`src/rtl/uart_rx_ctrl.sv`:
```
// uart_rx_ctrl: receive-side controller for the UART RX path.
// Detects the start bit and runs the per-bit oversampling edge counter.
// Deserializes the frame from the sampling stage's majority-voted bit.
// Checks the parity bit and the stop bit, then presents the received
// word with a one-cycle strobe.
//
// Ports:
//   CLK          in   receive oversampling clock
//   RST          in   asynchronous active-low reset
//   RX_IN        in   serial line, idle high
//   Prescale     in   oversampling ratio (8/16/32), static during a frame
//   PAR_EN       in   frame carries a parity bit (latched at start detect)
//   PAR_TYP      in   0 even / 1 odd parity (latched at start detect)
//   sampled_bit  in   majority-voted bit from the sampling stage
//   edge_cnt     out  oversampling edge index within the current bit
//   data_samp_en out  enables the sampling stage (any non-idle state)
//   P_DATA       out  last good received word
//   data_valid   out  one-cycle strobe when P_DATA is updated
//   par_err      out  one-cycle strobe on parity mismatch
//   stp_err      out  one-cycle strobe on a zero stop bit
module uart_rx_ctrl #(
  parameter int unsigned DATA_WIDTH = 8
) (
  input  logic                  CLK,
  input  logic                  RST,
  input  logic                  RX_IN,
  input  logic [5:0]            Prescale,
  input  logic                  PAR_EN,
  input  logic                  PAR_TYP,
  input  logic                  sampled_bit,
  output logic [5:0]            edge_cnt,
  output logic                  data_samp_en,
  output logic [DATA_WIDTH-1:0] P_DATA,
  output logic                  data_valid,
  output logic                  par_err,
  output logic                  stp_err
);

  localparam int unsigned CNT_W = $clog2(DATA_WIDTH + 1);

  localparam logic [2:0] S_IDLE   = 3'd0;
  localparam logic [2:0] S_START  = 3'd1;
  localparam logic [2:0] S_DATA   = 3'd2;
  localparam logic [2:0] S_PARITY = 3'd3;
  localparam logic [2:0] S_STOP   = 3'd4;

  logic [2:0]            r_state;
  logic [5:0]            r_edge_cnt;
  logic [CNT_W-1:0]      r_bit_cnt;
  logic [DATA_WIDTH-1:0] r_shift;
  logic                  r_par_en;
  logic                  r_par_typ;
  logic                  r_par_flag;
  logic [DATA_WIDTH-1:0] r_p_data;
  logic                  r_data_valid;
  logic                  r_par_err;
  logic                  r_stp_err;

  logic [2:0]            w_state_nxt;
  logic [5:0]            w_edge_cnt_nxt;
  logic [CNT_W-1:0]      w_bit_cnt_nxt;
  logic [DATA_WIDTH-1:0] w_shift_nxt;
  logic                  w_par_en_nxt;
  logic                  w_par_typ_nxt;
  logic                  w_par_flag_nxt;
  logic [DATA_WIDTH-1:0] w_p_data_nxt;
  logic                  w_data_valid_nxt;
  logic                  w_par_err_nxt;
  logic                  w_stp_err_nxt;
  logic                  w_bit_end;
  logic                  w_exp_par;

  // Last oversampling edge of the current bit; sampled_bit is settled here
  assign w_bit_end = (r_edge_cnt == 6'(Prescale - 6'd1));
  assign w_exp_par = (^r_shift) ^ r_par_typ;

  // State register and all datapath registers
  always_ff @(posedge CLK or negedge RST) begin
    if (!RST) begin
      r_state      <= S_IDLE;
      r_edge_cnt   <= 6'd0;
      r_bit_cnt    <= '0;
      r_shift      <= '0;
      r_par_en     <= 1'b0;
      r_par_typ    <= 1'b0;
      r_par_flag   <= 1'b0;
      r_p_data     <= '0;
      r_data_valid <= 1'b0;
      r_par_err    <= 1'b0;
      r_stp_err    <= 1'b0;
    end else begin
      r_state      <= w_state_nxt;
      r_edge_cnt   <= w_edge_cnt_nxt;
      r_bit_cnt    <= w_bit_cnt_nxt;
      r_shift      <= w_shift_nxt;
      r_par_en     <= w_par_en_nxt;
      r_par_typ    <= w_par_typ_nxt;
      r_par_flag   <= w_par_flag_nxt;
      r_p_data     <= w_p_data_nxt;
      r_data_valid <= w_data_valid_nxt;
      r_par_err    <= w_par_err_nxt;
      r_stp_err    <= w_stp_err_nxt;
    end
  end

  // Next-state and datapath decode
  always_comb begin
    w_state_nxt      = r_state;
    w_edge_cnt_nxt   = 6'd0;
    w_bit_cnt_nxt    = r_bit_cnt;
    w_shift_nxt      = r_shift;
    w_par_en_nxt     = r_par_en;
    w_par_typ_nxt    = r_par_typ;
    w_par_flag_nxt   = r_par_flag;
    w_p_data_nxt     = r_p_data;
    w_data_valid_nxt = 1'b0;
    w_par_err_nxt    = 1'b0;
    w_stp_err_nxt    = 1'b0;

    // Edge counter free-runs per bit outside IDLE, wrapping at bit end
    if (r_state != S_IDLE) begin
      w_edge_cnt_nxt = w_bit_end ? 6'd0 : (r_edge_cnt + 6'd1);
    end

    case (r_state)
      S_IDLE: begin
        if (!RX_IN) begin
          w_state_nxt    = S_START;
          w_par_en_nxt   = PAR_EN;
          w_par_typ_nxt  = PAR_TYP;
          w_par_flag_nxt = 1'b0;
        end
      end

      S_START: begin
        if (w_bit_end) begin
          if (sampled_bit) begin
            w_state_nxt = S_IDLE;
          end else begin
            w_state_nxt   = S_DATA;
            w_bit_cnt_nxt = '0;
          end
        end
      end

      S_DATA: begin
        if (w_bit_end) begin
          // LSB arrives first, so shift in from the top
          w_shift_nxt   = {sampled_bit, r_shift[DATA_WIDTH-1:1]};
          w_bit_cnt_nxt = r_bit_cnt + CNT_W'(1);
          if (r_bit_cnt == CNT_W'(DATA_WIDTH - 1)) begin
            w_state_nxt = r_par_en ? S_PARITY : S_STOP;
          end
        end
      end

      S_PARITY: begin
        if (w_bit_end) begin
          if (sampled_bit != w_exp_par) begin
            w_par_flag_nxt = 1'b1;
          end
          w_state_nxt = S_STOP;
        end
      end

      S_STOP: begin
        if (w_bit_end) begin
          w_state_nxt = S_IDLE;
          // Single outcome per frame; a bad stop bit masks a parity error
          if (!sampled_bit) begin
            w_stp_err_nxt = 1'b1;
          end else if (r_par_flag) begin
            w_par_err_nxt = 1'b1;
          end else begin
            w_p_data_nxt     = r_shift;
            w_data_valid_nxt = 1'b1;
          end
        end
      end

      default: begin
        w_state_nxt = S_IDLE;
      end
    endcase
  end

  assign edge_cnt     = r_edge_cnt;
  assign data_samp_en = (r_state != S_IDLE);
  assign P_DATA       = r_p_data;
  assign data_valid   = r_data_valid;
  assign par_err      = r_par_err;
  assign stp_err      = r_stp_err;

endmodule

```
`config.mk`:
```
export PLATFORM = sky130hd
export DESIGN_NAME = uart_rx_ctrl
export DESIGN_NICKNAME = d
export VERILOG_FILES = /design/src/rtl/uart_rx_ctrl.sv
export SDC_FILE = /design/constraint.sdc
export NUM_CORES = 1
export LEC_CHECK = 0
export BUFFER_PORTS_ARGS = -buffer_cell sky130_fd_sc_hd__buf_2
export CORE_UTILIZATION = 45
export CTS_CLUSTER_DIAMETER = 120
export DETAILED_ROUTE_END_ITERATION = 8
export PLACE_DENSITY_LB_ADDON = 0.08
export SLEW_MARGIN = 30
export SYNTH_ARGS = -nofsm -noshare
export SYNTH_HDL_FRONTEND = slang
export SYNTH_SLANG_ARGS = --single-unit
```
`constraint.sdc`:
```
create_clock -name CLK -period 2.45 [get_ports CLK]
set_input_delay 0.3675 -clock CLK [delete_from_list [all_inputs] [get_ports CLK]]
set_output_delay 0.3675 -clock CLK [all_outputs]
set_load 0.03 [all_outputs]
```
==> impl_metrics.yaml <==
place:
  port_buffers: 29
  gp_congestion: 0.749
  dp_hpwl_um: 2460
pwr:
  cellLeakagePower_nw: 0.998
  vdd_ir_drop_max_uv: 511
  power_density_mw_per_mm2: 831
logic_synthesis:
  synth_area_leaders: "dfrtp_1 (49%), mux2_1 (10%), xnor2_1 (6.4%)"
  synthMuxAreaShare_pct: 10.8
  synth.largest_area_cell: "dfrtp_1"
  yosysWarnings: 0
  yosys.cell_types.count: 39
  synth_common_cells: "dfrtp_1 (35), mux2_1 (16), xnor2_1 (13)"
  avgSynthCellArea_sq_um: 11.7
  yosys.area_share.adder_pct: 2.12
  ys_seq_area_share_pct: 49.4
  synth_most_common_cell: "dfrtp_1"
  synth_top_area_share_pct: 49.4
  ys.flop_type: "dfrtp_1"
  synthCells: 151
  synthXorXnorAreaFrac_pct: 9.39
  async_reset_ff_share_pct: 100
  synth_top_family_by_area: "simple AND/OR/NAND/NOR gates"
  ys_ff_latch: 35
  synth_compound_area_share_pct: 7.84
  synth-simple-area-share_pct: 17.4
  synth_edf_count: 0
  syn_area_sq_mm: 0.00177
  syn-num-nets: 166
sta:
  post-route-period-util_pct: 84.1
  tns_ns: 0
  slew_headroom_pct: 48.6
  rsz0062_at_grt: "false"
  skew_ns: 0.00843
  finalSetupViolations: 0
  maxSlewViolCount: 0
  fin_hold_ws_ns: 0.163
  tightest_slew_ns: 0.770
  fin_crit_ns: 2.06
  hold_violations: 0
  max_freq_mhz: 485
global_routing:
  grt_pass1_wl_um: 5740
  grt_pass1_vias: 1272
  antenna_found_initial: 0
  overflow: 0
  track_usage_pct: 18.4
  grt_max_degree: 36
cts:
  root_buffer: "clkbuf_8"
  ctsHoldBuffers: 0
  cts_tree: "yes"
  post_cts_resize_count: 0
  cts_max_level: 2
  max-clock-path-buffers: 2
  cts_sinks: 35
  postCtsSetupBuffers: 0
  clk_pin_slew_ns: 0.07
  numCtsBuffers: 5
  insertion_delay_ns: 0.28
die:
  initial_core_util_pct: 47.7
  die_height_um: 64.7
  die_area_sq_mm: 0.00419
  ios: 30
  coreArea_sq_mm: 0.00372
  die_x_um: 64.7
  rows: 22
finish:
  syn_to_final_growth_pct: 15.0
  drive_gt1_share_pct: 24.3
  multi_input_area_sq_um: 843
  nFillCells: 351
  nNetsFinal: 201
  antenna_cells: 0
  ff_latch_area_sq_um: 876
critical_path:
  worst_setup_path_start_kind: "primary input"
  crit_type: "in2reg"
  worst-path-buf-inv: 1
  critical-path-top-delay-family: "simple AND/OR/NAND/NOR gates"
  cp_data_required_time_ns: 2.62
  cpPeakStageDelay_ns: 0.54
  endpoint_kind: "flop"
  cp_cell_sequence: "buf_2, or4_4, o21ai_1, and4bb_1, nand3_1, a221o_1"
  rrSetupSlack_ns: 0.43
  worstPathArrival_ns: 2.23
  crit_path_max_fanout: 9
  worst_path_max_delay_cell: "or4_4"
detailed_routing:
  totalWireLength_um: 3320
  dr.pass1.iters: 4
  via_per_inst: 5.38
  route.vias.total: 1254
  drc: 0
  wl_per_cell_um: 14.2
  drt_iter0_markers: 39
  antenna_left: 0
worst_hold_path:
  hp-class: "in2async"
outcome:
  status: "finished, final reports clean"
job:
  cap_viol_max_count: 0
cell families after synthesis:
family / after synthesis
mux: 17
simple gates: 49
compound gates: 18
flops: 35
fa+ha+maj: 3
buf+inv: 10
xor+xnor: 19
layout by cell type (no fill, tap or decap), types with 2 or more instances in the layout:
master / Yosys / final
a21oi_1: 3 / 3
a221o_1: 2 / 2
a31oi_1: 3 / 3
and3_1: 2 / 2
buf_2: 0 / 29
buf_4: 0 / 2
clkbuf_8: 0 / 5
dfrtp_1: 35 / 35
ha_1: 3 / 3
inv_1: 7 / 7
mux2_1: 16 / 16
nand2_1: 6 / 6
nand2b_1: 3 / 3
nand3_1: 4 / 4
nand3_4: 2 / 2
nand3b_1: 2 / 2
nor2_1: 5 / 5
nor2b_1: 4 / 4
nor3_1: 10 / 10
nor3b_1: 2 / 2
o21ai_0: 3 / 3
xnor2_1: 13 / 13
xor2_1: 6 / 6
cell type report:
cell class                 instances  area share [%]
tap                               48            2.95
multi-input combinational        106            41.4
timing repair buffer              31            7.86
clock buffer                       6            3.56
sequential                        35            43.0
inverter                           7            1.29
routing by layer:
layer	track usage [%]	vias up	part of all wire, %
li1	-	610	-
met1	21.7	617	43
met2	31.0	23	52
met3	4.40	4	3.7
met4	9.44	0	1.7
met5	0	-	0
through the flow:
stage	cells	setup WS [ns]	utilization [%]	power, mW	instance area (sq um)
after floorplan	151	0.269	-	1.18	1770
after global placement	227	0.117	52.9	1.32	1970
after detailed placement	227	0.0835	52.9	1.34	1970
after CTS	233	0.377	54.8	1.71	2040
after global routing	233	0.285	54.8	1.81	2040
final	233	0.388	54.8	1.69	2040
report_power, final:
part / internal (mW) / switching (mW) / total [mW] / leakage (nW)
combinational: 0.232 / 0.325 / 0.557 / 0.486
sequential: 0.657 / 0.107 / 0.765 / 0.474
clock: 0.189 / 0.182 / 0.371 / 0.0371
total: 1.08 / 0.614 / 1.69 / 0.998
path summary, 6_finish.rpt:
check                             from           end  cells past startpoint
max reg2reg                edge_cnt[3]  r_bit_cnt[2]                      5
min reg2reg                  P_DATA[5]     P_DATA[5]                      1
max in group asynchronous          RST     P_DATA[1]                      1
min                                RST   edge_cnt[3]                      1
min in group CLK                PAR_EN      r_par_en                      3
max                        Prescale[0]  r_bit_cnt[2]                      6
worst reg2reg max path, stage by stage (launching register included):
cell and delay [ns]:
dfrtp_1 0.44, xor2_1 0.20, xnor2_1 0.18, and4bb_1 0.49, nand3_1 0.22, a221o_1 0.39
flip-flops by register name (all words and copies together), names as in the netlist:
name,flops
P_DATA,8
r_shift,8
edge_cnt,6
r_bit_cnt,4
r_state,3
data_valid,1
par_err,1
r_par_en,1
r_par_flag,1
r_par_typ,1
stp_err,1
Note: power is estimated with default switching activity, not from simulation.
